[src/rtl/ccg_resp_misr.sv]
// ccg_resp_misr: exhaustive stimulus / MISR response compactor wrapped around
// one CCGRCG benchmark circuit. An up-counter sweeps every input vector. On each
// capture edge the circuit response is folded into a Galois MISR.
// Optional macro CCG_MISR_GOLDEN_CMP_EN adds a golden-signature compare port
// (golden in, pass out).
module ccg_resp_misr #(
  parameter int                IN_W       = 6,
  parameter int                OUT_W      = 5,
  parameter int                SIG_W      = 16,
  parameter logic [SIG_W-1:0]  POLY       = 16'hB400,
  parameter logic [SIG_W-1:0]  SEED       = 16'hFFFF,
  parameter int                SETTLE_CYC = 0
) (
  input  logic                 clk,
  input  logic                 rst_n,
  input  logic                 start,
  output logic [IN_W-1:0]      x,
  input  logic [OUT_W-1:0]     f,
`ifdef CCG_MISR_GOLDEN_CMP_EN
  input  logic [SIG_W-1:0]     golden,
  output logic                 pass,
`endif
  output logic                 busy,
  output logic                 done,
  output logic [SIG_W-1:0]     signature,
  output logic [IN_W:0]        vec_cnt
);

  typedef enum logic [1:0] {
    S_IDLE  = 2'd0,
    S_APPLY = 2'd1,
    S_DONE  = 2'd2
  } state_t;

  localparam logic [3:0] SETTLE_INIT = 4'(SETTLE_CYC);

  state_t             state_q, state_d;
  logic [IN_W-1:0]    x_q, x_d;
  logic [SIG_W-1:0]   sig_q, sig_d;
  logic [IN_W:0]      vec_cnt_q, vec_cnt_d;
  logic [3:0]         settle_q, settle_d;
  logic               busy_q, busy_d;
  logic               done_q, done_d;
  logic               capture;
  logic               last_vec;
  logic [SIG_W-1:0]   f_ext;
  logic [SIG_W-1:0]   sig_next;
`ifdef CCG_MISR_GOLDEN_CMP_EN
  logic               pass_q, pass_d;
`endif

  // Capture qualifier and the MISR update the capture edge would load.
  always_comb begin
    capture  = (state_q == S_APPLY) && (settle_q == 4'd0);
    last_vec = (x_q == {IN_W{1'b1}});
    f_ext    = '0;
    f_ext[OUT_W-1:0] = f;
    sig_next = {1'b0, sig_q[SIG_W-1:1]} ^ (sig_q[0] ? POLY : '0) ^ f_ext;
  end

  // State register.
  always_ff @(posedge clk or negedge rst_n) begin
    if (!rst_n) state_q <= S_IDLE;
    else        state_q <= state_d;
  end

  // Next-state logic: start only honoured in IDLE, DONE lasts one cycle.
  always_comb begin
    state_d = state_q;
    case (state_q)
      S_IDLE:  if (start) state_d = S_APPLY;
      S_APPLY: if (capture && last_vec) state_d = S_DONE;
      S_DONE:  state_d = S_IDLE;
      default: state_d = S_IDLE;
    endcase
  end

  // Output / datapath next values; every output is a flop so f never reaches an output combinationally.
  always_comb begin
    x_d       = x_q;
    sig_d     = sig_q;
    vec_cnt_d = vec_cnt_q;
    settle_d  = settle_q;
    busy_d    = busy_q;
    done_d    = 1'b0;
`ifdef CCG_MISR_GOLDEN_CMP_EN
    pass_d    = pass_q;
`endif
    case (state_q)
      S_IDLE: begin
        if (start) begin
          x_d       = '0;
          sig_d     = SEED;
          vec_cnt_d = '0;
          busy_d    = 1'b1;
          settle_d  = SETTLE_INIT;
`ifdef CCG_MISR_GOLDEN_CMP_EN
          pass_d    = 1'b0;
`endif
        end
      end
      S_APPLY: begin
        if (settle_q != 4'd0) begin
          settle_d = settle_q - 4'd1;
        end else begin
          sig_d     = sig_next;
          vec_cnt_d = vec_cnt_q + (IN_W+1)'(1);
          if (last_vec) begin
            busy_d = 1'b0;
            done_d = 1'b1;
`ifdef CCG_MISR_GOLDEN_CMP_EN
            pass_d = (sig_next == golden);
`endif
          end else begin
            x_d      = x_q + IN_W'(1);
            settle_d = SETTLE_INIT;
          end
        end
      end
      default: ;
    endcase
  end

  // Datapath and output registers; reset discards any partial signature.
  always_ff @(posedge clk or negedge rst_n) begin
    if (!rst_n) begin
      x_q       <= '0;
      sig_q     <= SEED;
      vec_cnt_q <= '0;
      settle_q  <= '0;
      busy_q    <= 1'b0;
      done_q    <= 1'b0;
`ifdef CCG_MISR_GOLDEN_CMP_EN
      pass_q    <= 1'b0;
`endif
    end else begin
      x_q       <= x_d;
      sig_q     <= sig_d;
      vec_cnt_q <= vec_cnt_d;
      settle_q  <= settle_d;
      busy_q    <= busy_d;
      done_q    <= done_d;
`ifdef CCG_MISR_GOLDEN_CMP_EN
      pass_q    <= pass_d;
`endif
    end
  end

  assign x         = x_q;
  assign signature = sig_q;
  assign vec_cnt   = vec_cnt_q;
  assign busy      = busy_q;
  assign done      = done_q;
`ifdef CCG_MISR_GOLDEN_CMP_EN
  assign pass      = pass_q;
`endif

endmodule

[config.mk]
export PLATFORM = sky130hd
export DESIGN_NAME = ccg_resp_misr
export DESIGN_NICKNAME = d
export VERILOG_FILES = /design/src/rtl/ccg_resp_misr.sv
export SDC_FILE = /design/constraint.sdc
export NUM_CORES = 1
export LEC_CHECK = 0
export CAP_MARGIN = 10
export CORE_AREA = 2 2 82 84
export DETAILED_ROUTE_END_ITERATION = 12
export DIE_AREA = 0 0 84 86
export PLACE_DENSITY = 0.55
export SLEW_MARGIN = 10
export SYNTH_ARGS = -nofsm -noshare
export SYNTH_HDL_FRONTEND = slang
export SYNTH_SLANG_ARGS = --single-unit
[constraint.sdc]
create_clock -name clk -period 2.7 [get_ports clk]
set_input_delay 0.54 -clock clk [delete_from_list [all_inputs] [get_ports clk]]
set_output_delay 0.54 -clock clk [all_outputs]
set_load 0.005 [all_outputs]
# == After elaboration in Yosys (flattened, before gate mapping) ==
# Cells that the tools add are included.
# word_totals
regBits,37
inputBits,8
# op_classes
muxes,25
eq_ne,8
bitwise,2
n_reduce_logical,11
add_sub_neg,3
# ops
op,n
$mux W16,3
$pmux W16 S2,1
$mux W6,3
$xor A15 B16 Y16,1
$xor A16 B5 Y16,1
$mux W7,2
$pmux W7 S2,1
$mux W4,3
$pmux W6 S2,1
$ne A2 B2 Y1 const B,4
$pmux W4 S2,1
$reduce_and A4 Y1,2
$add A7 B1 Y7 const B,1
$add A6 B1 Y6 const B,1
$eq A6 B6 Y1 const B,1
$mux W1,6
$reduce_and A3 Y1,2
$logic_not A4 Y1,1
$mux W2,2
$pmux W2 S2,1
$reduce_bool A4 Y1,1
$sub A4 B1 Y4 const B,1
$ne A3 B2 Y1 const B,1
$eq A2 B1 Y1 const B,1
6 further kinds,7

# == Depth between registers and ports, before layout ==
# Gate-level depths: netlist (run 1).
# logic_depth
word_depth,5
mapped_depth,7
depth_no_buf,6

# == Worst setup path after synthesis (run 1) ==
# Ideal clock, no wire load.
# synth_timing
kind,register to register
startpoint,"reg x_q[0], in the netlist x[0]"
endpoint,reg settle_q[0]
setup_slack_ps,1080
stages_incl_launch_ff,6
path_buffers,0
arrival_ps,1500
setup_time_ps,121
t_required_ps,2579
cell_sequence,dfrtp_1 ha_1 and3_1 and3_1 a31o_2 a22o_1
# synth_between
elab_chain_len,3
# synth_lines
element,line_no,source
from (decl),38,"logic [IN_W-1:0] x_q, x_d;"
from (signal assigned),127,x_q <= '0;
from (signal assigned),137,x_q <= x_d;
$eq A6 B6 Y1,55,last_vec = (x_q == {IN_W{1'b1}});
$ne A3 B2 Y1 (no line),-,
$reduce_and A3 Y1 (no line),-,
to (signal assigned),140,settle_q <= settle_d;
to (decl),41,"logic [3:0] settle_q, settle_d;"
# Every way passes these cells.
# A chain may end at the register's enable or synchronous reset.

# == Final worst setup path (run 1) ==
# layout_timing
startpoint,"reg sig_q[0], in the netlist signature[0]"
endpoint,out signature[0]
# layout_rtl
element,line_no,source
from (decl),39,"logic [SIG_W-1:0] sig_q, sig_d;"
from (signal assigned),138,sig_q <= sig_d;
to (decl),25,"output logic [SIG_W-1:0] signature,"
# No word-level cell between the ends.

==> results of run 1 <==
==> cell type report <==
type	instances	area share
tap	77	0.03983
timing repair buffer	41	0.1645
clock buffer	7	0.04915
inverter	3	0.004656
sequential	37	0.3911
clock inverter	1	0.002069
multi-input combinational	134	0.3487
==> metrics by stage <==
stage	power [mW]	hold WS (ns)
2_1_floorplan	1.728	0.2444
3_3_place_gp	2.227	0.4906
3_5_place_dp	2.250	0.4971
4_1_cts	2.764	0.3701
5_1_grt	2.952	0.4033
6_report	2.719	0.3386
==> report_power, final <==
part	internal, mW	switching (mW)
clock network	0.293	0.205
logic	0.658	0.446
registers	0.845	0.272
==> sequential cells by signal, summed over array words and instances (netlist names) <==
| signal | flops |
|---|---|
| busy | 1 |
| done | 1 |
| settle_q | 4 |
| signature | 16 |
| state_q | 2 |
| vec_cnt | 7 |
| x | 6 |
==> how the worst max path moves through the flow <==
stage / startpoint / endpoint / slack, ns / cells after the start
2_1_floorplan: x[0]$_DFFE_PN0P_ / settle_q[0]$_DFFE_PN0P_ / 1.08 / 5
3_3_place_gp: start / x[0]$_DFFE_PN0P_ / 0.65 / 6
3_5_place_dp: start / x[0]$_DFFE_PN0P_ / 0.65 / 6
4_1_cts: signature[0]$_DFFE_PN1P_ / signature[0] / 0.72 / 1
5_1_grt: signature[0]$_DFFE_PN1P_ / signature[0] / 0.68 / 1
6_report: signature[0]$_DFFE_PN1P_ / signature[0] / 0.75 / 1
==> metal layers <==
metal	vias to the layer above	wire [um]
li1	730	-
met1	711	2024
met2	33	1847
met3	2	191
met4	0	41
met5	-	0
==> placed cells by master (no fill, tap or decap), types with 2 or more instances in the layout <==
master / synthesis / layout
a211oi_1: 3 / 3
a21o_1: 3 / 3
a21oi_1: 13 / 13
a31oi_1: 9 / 9
and3_1: 3 / 3
buf_4: 1 / 3
clkbuf_16: 0 / 2
clkbuf_8: 0 / 5
clkdlybuf4s50_1: 0 / 37
dfrtp_1: 21 / 21
dfstp_2: 16 / 16
ha_1: 4 / 4
inv_1: 3 / 3
mux2i_1: 2 / 2
nand2_1: 9 / 9
nand3_1: 10 / 10
nor2_1: 33 / 33
nor3_1: 5 / 5
o21ai_0: 7 / 7
o32ai_1: 2 / 2
xnor2_1: 11 / 11
==> kinds of logic (layout without fill, tap and decap cells) <==
group	after synthesis	after routing
adders and majority gates	4	4
muxes	2	2
xor gates and xnor gates	11	11
AOI/OAI and AO/OA	46	46
buffers and inverters	12	52
DFF	37	37
and+or+nand+nor	71	71
==> impl_results.md, run 1 <==
* Wirelength per Cell at approximately 14 um
* Num Clock Sinks at 37
* FF+latch count, synth at 37
* Actual slew at the worst max-slew pin at 0.8247 ns
* Ys flop type: dfrtp_1
* Die width at approximately 84 um
* GPL Wtd Cong at between 0.7 and 0.8
* Synth cell types at between 40 and 50
* Setup violators final at 0
* Syn Inst Count at 183
* Clock transition at path regs at 0.08 ns
* Core area at between 6000 and 7000 um^2
* Diode count at 0
* Ports at 39
* EDFF count, synth at 0
* Met1 Usage GRT at 0.1701
* Fin nets at between 200 and 250
* Status: finished, final reports clean
* Share of layout cells above drive strength 1 at 0.1525
* Reg2reg end: x[5]$_DFFE_PN0P_
* Layout Area Growth over Synthesis at 30.61%
* Rows at 29
* Initial antenna violation count at 0
* Total gr overflow at 0
* CTS H-tree depth at 2
* GR Util met2 at 0.1775
* Max stage delay on crit path at just over 0.6 ns
* Largest family of logic cells by synthesized area: simple AND/OR/NAND/NOR gates
* Post-DP Area at 2295 um^2
* Syn nets at about 200
* Max-Cap Viols at 0
* IR drop worst, VDD at 377.9 uV
* Util after Layout at 0.3853
* Top-count cell post-synth: nor2_1
* Fin Setup TNS at 0 ns
* Top cell type's share of synthesized area at 0.2838
* Asr flop ratio synth at 1.000
* Yosys top cell by area: dfrtp_1
* Hold_buf cts at 0
* Worst reg2reg startpoint: settle_q[0]$_DFFE_PN0P_
* Max clock buf depth at 2
* CP Buf/Inv Count at 1
* CP max-delay cell: dfstp_2
* Via-per-instance ratio at 4.920
* Final Hold Fails at 0
* Final worst path period share at 0.7231
* Routed WL at slightly above 4 mm
* Dpl ws at between 0.6 and 0.7 ns
* Die Area at 7224 um^2
* Root Buffer: clkbuf_8
* Detail Route Antenna Nets at 0
* Layout Skew at slightly below 0.007 ns
* Worst setup SP type: flop
* HP Class: input port to async pin
* Vias in the first global route at about 1300
* Static Leak at approximately 0.97 nW
* Slew margin rel. at 0.4502
* Crit-path cells: clkdlybuf4s50_1
* CP Capture Type: output pin
* Area occupied by multi-input gates at roughly 840 um^2
* R2R setup slack at 0.85 ns
* Syn Area/Cell at 10.12 um^2
* Worst EP required at between 2 and 2.5 ns
* Post-synth top cells: nor2_1 (33), dfrtp_1 (21), dfstp_2 (16)
* Cells after DPL at between 200 and 300
* PostCTS Resize Cnt at 0
* Multiplexer share of the synthesized area at 0.01081
* Iter 0 DRT Violations at 65
* Final Critical Period at around 2.0 ns
* DR pass1 iterations at 4
* DRC errors left at 0
* IO Port Bufs at 38
* Areal power density over the cells at 1124 nW/um^2
* CTS buffer count at 5
* First-pass GRT wire length at 6.948 mm
* XOR/XNOR Fraction of Synth Area at 0.05203
* Synth Area in Compound Gates at 0.1649
* Hpwl dp at ~2.8 mm
* Fillers at 615
* Largest net degree at the start of global routing at 38
* Die outline height at 86 um
* CP delay by family, top: flip-flops
* Reg2Reg Depth at 6
* Top Usage Layer GRT: met2
* Crit Path Max Fanout at 6
* Post-route cell area at around 2400 um^2
* Starting Density at 0.2950
* Via count at between 1000 and 1500
* Synth top area cells: dfrtp_1 (28%), dfstp_2 (23%), nor2_1 (6.7%)
* WP data arrival at 1.41 ns
* TritonCTS clock tree: built
* GR Layer Usage met3 at 0.03272
* Worst skew pair latency at between 0.2 and 0.3 ns
* Total setup buffers inserted after CTS at 0
* Gr usage total at 0.1212
* Fmax at just over 500 MHz
* Reg area at 945.9 um^2
* Simple-gate share of the synthesized area at 0.2007
* Yosys warns at 0
* Pins Over Slew Limit at 0
* Sequential fraction of the synthesis area at 0.5108
* Adder and majority gate portion of the synthesized area at 0.02703
* RSZ-0062 raised after global routing: false
* Final Instance Count excl. Fillers at 300
* Final worst slack at ~0.75 ns
* Cell Area, Synth at 1852 um^2
* Crit path kind: flop to output pin
(Power assumes the default switching activity.)
==> inputs of run 2 (changes only) <==
==> constraint.sdc (replaced) <==
create_clock -name clk -period 1.9 [get_ports clk]
set_input_delay 0.38 -clock clk [delete_from_list [all_inputs] [get_ports clk]]
set_output_delay 0.38 -clock clk [all_outputs]
set_load 0.005 [all_outputs]
==> impl_results.md, run 2 (synthesized netlist as in run 1, its figures left out) <==
* Rows at 29 (unchanged)
* Die outline height at 86 um (unchanged)
* GR Util met2 at 0.1818 (was 0.1775)
* WP data arrival at 1.41 ns (about the same)
* Setup violators final at 0 (unchanged)
* IO Port Bufs at 38 (unchanged)
* Sequential power share at 0.396 (was 0.411)
* Ports at 39 (unchanged)
* GPL Wtd Cong at 0.7899 (was 0.7786)
* Clock transition at path regs at 0.08 ns (about the same)
* Starting Density at 0.2950 (unchanged)
* Fmax at 557.3 MHz
* Worst setup SP type: flop (unchanged)
* Layout Skew at 0.007948 ns (was 0.006818 ns)
* Vias in the first global route at 1436 (was 1347)
* Gr usage total at 0.1238 (was 0.1212)
* Initial antenna violation count at 0 (unchanged)
* Max clock buf depth at 2 (unchanged)
* GR Layer Usage met3 at 0.03561 (was 0.03272)
* Worst path depth at 1 (unchanged)
* Fin Setup TNS at 0 ns (unchanged)
* Num Clock Sinks at 37 (unchanged)
* Sw Ratio at 0.3390 (was 0.3394)
* Most frequent cells in the layout: clkdlybuf4s50_1 (37), nor2_1 (33), dfrtp_1 (21) (unchanged)
* Max stage delay on crit path at 0.61 ns (about the same)
* Status: finished, final reports clean (unchanged)
* Slew margin rel. at 0.6980 (was 0.4502)
* CTS H-tree depth at 2 (unchanged)
* Total gr overflow at 0 (unchanged)
* DR pass1 iterations at 4 (unchanged)
* Crit Path Max Fanout at 6 (unchanged)
* Detail Route Antenna Nets at 0 (unchanged)
* Tot Pwr at 3.921 mW (was 2.719 mW)
* TritonCTS clock tree: built (unchanged)
* Worst EP required at 1.52 ns (was 2.16 ns)
* CP Capture Type: output pin (unchanged)
* CP delay by family, top: flip-flops (unchanged)
* Layout Area Growth over Synthesis at 33.85% (was 30.61%)
* Net Switching at 1.329 mW (was 922.7 uW)
* Crit path kind: flop to output pin (unchanged)
* Wirelength per Cell at 13.69 um (was 13.68 um)
* CTS buffer count at 5 (unchanged)
* Top Usage Layer GRT: met2 (unchanged)
* Root Buffer: clkbuf_8 (unchanged)
* Areal power density over the cells at 1582 nW/um^2 (was 1124 nW/um^2)
* RSZ-0062 raised after global routing: false (unchanged)
* Final worst path period share at 0.9445
* Pins Over Slew Limit at 0 (unchanged)
* Via-per-instance ratio at 4.877 (was 4.920)
* HP Class: input port to async pin (unchanged)
* Die width at 84 um (unchanged)
* Final Hold Fails at 0 (unchanged)
* Largest net degree at the start of global routing at 20 (was 38)
* Iter 0 DRT Violations at 46 (was 65)
* Largest register FFs at 16 (unchanged)
* PostCTS Resize Cnt at 0 (unchanged)
* DRC errors left at 0 (unchanged)
* Static Leak at 1.008 nW (was 0.9698 nW)
* Core area at 6277 um^2 (unchanged)
* CP startpoint: signature[0]$_DFFE_PN1P_ (unchanged)
* Die Area at 7224 um^2 (unchanged)
* Met1 Usage GRT at 0.1743 (was 0.1701)
* Clock network fraction of total power at 0.169 (was 0.183)
* Max-Cap Viols at 0 (unchanged)
* First-pass GRT wire length at 7.093 mm (was 6.948 mm)
* Worst skew pair latency at 0.29 ns (about the same)
* Int Power at 2.592 mW (was 1.796 mW)
* Fin nets at 243 (was 234)
* Most common cell after layout, fill and taps aside: clkdlybuf4s50_1 (unchanged)
* IR drop worst, VDD at 480.7 uV (was 377.9 uV)
* Share of layout cells above drive strength 1 at 0.1818 (was 0.1525)
* CP max-delay cell: dfstp_2 (unchanged)
* Hold_buf cts at 0 (unchanged)
* Reg2Reg Depth at 6 (unchanged)
* Logic pwr share at 0.436 (was 0.406)
* Hpwl dp at 3.026 mm (was 2.781 mm)
* Final Critical Period at about 1.8 ns
* R2R setup slack at 0.14 ns (was 0.85 ns)
* Diode count at 0 (unchanged)
* Total setup buffers inserted after CTS at 0 (unchanged)
* Worst reg2reg startpoint: settle_q[0]$_DFFE_PN0P_ (unchanged)
* Actual slew at the worst max-slew pin at 0.4530 ns (was 0.8247 ns)
* Reg2reg end: x[5]$_DFFE_PN0P_ (unchanged)
* CP endpoint: signature[0] (unchanged)
* Routed WL at 4.216 mm (was 4.104 mm)
* Via count at 1502 (was 1476)
* Crit-path cells: clkdlybuf4s50_1 (unchanged)
* CP Buf/Inv Count at 1 (unchanged)
==> run 2: layer usage <==
metal | part of all wire | wire length (um)
met1 | 0.51 | 2131
met2 | 0.44 | 1841
met3 | 0.043 | 180
met4 | 0.015 | 63
met5 | 0 | 0
==> run 2: how the worst min path moves through the flow <==
stage,endpoint,slack (ns),depth (start not counted)
2_1_floorplan,busy$_DFFE_PN0P_,0.08,0
3_3_place_gp,settle_q[2]$_DFFE_PN0P_,0.36,1
3_5_place_dp,settle_q[2]$_DFFE_PN0P_,0.36,1
4_1_cts,settle_q[2]$_DFFE_PN0P_,0.05,1
5_1_grt,settle_q[2]$_DFFE_PN0P_,0.06,1
6_report,settle_q[2]$_DFFE_PN0P_,0.03,1
==> run 2: power by group through the flow <==
stage,clock network [mW],registers (mW),logic [mW]
finish,0.661,1.55,1.71
global placement,0,1.57,1.70
global route,0.718,1.61,1.92
detailed placement,0,1.57,1.72
CTS,0.683,1.56,1.73
floorplan,0,1.53,0.928
==> run 2: layout make-up <==
| class | count | area [um^2] |
|---|---|---|
| Multi-Input combinational cell | 134 | 843.3 |
| Clock buffer | 5 | 68.82 |
| Timing Repair Buffer | 50 | 478.0 |
| Inverter | 3 | 11.26 |
| Fill cell | 629 | 3799 |
| Clock inverter | 2 | 35.03 |
| Tap cell | 77 | 96.34 |
| Sequential cell | 37 | 945.9 |
==> run 2: per-stage QoR <==
step	hold slack [ns]	std cells	cell area (um^2)	util	setup slack [ns]
after floorplan	0.08441	183	1852	-	0.2795
after global placement	0.3594	301	2375	0.3783	0.1319
after detailed placement	0.3638	301	2375	0.3783	0.1248
after CTS	0.05010	308	2479	0.3949	0.09337
after global routing	0.05756	308	2479	0.3949	0.003859
final	0.02950	308	2479	0.3949	0.1055
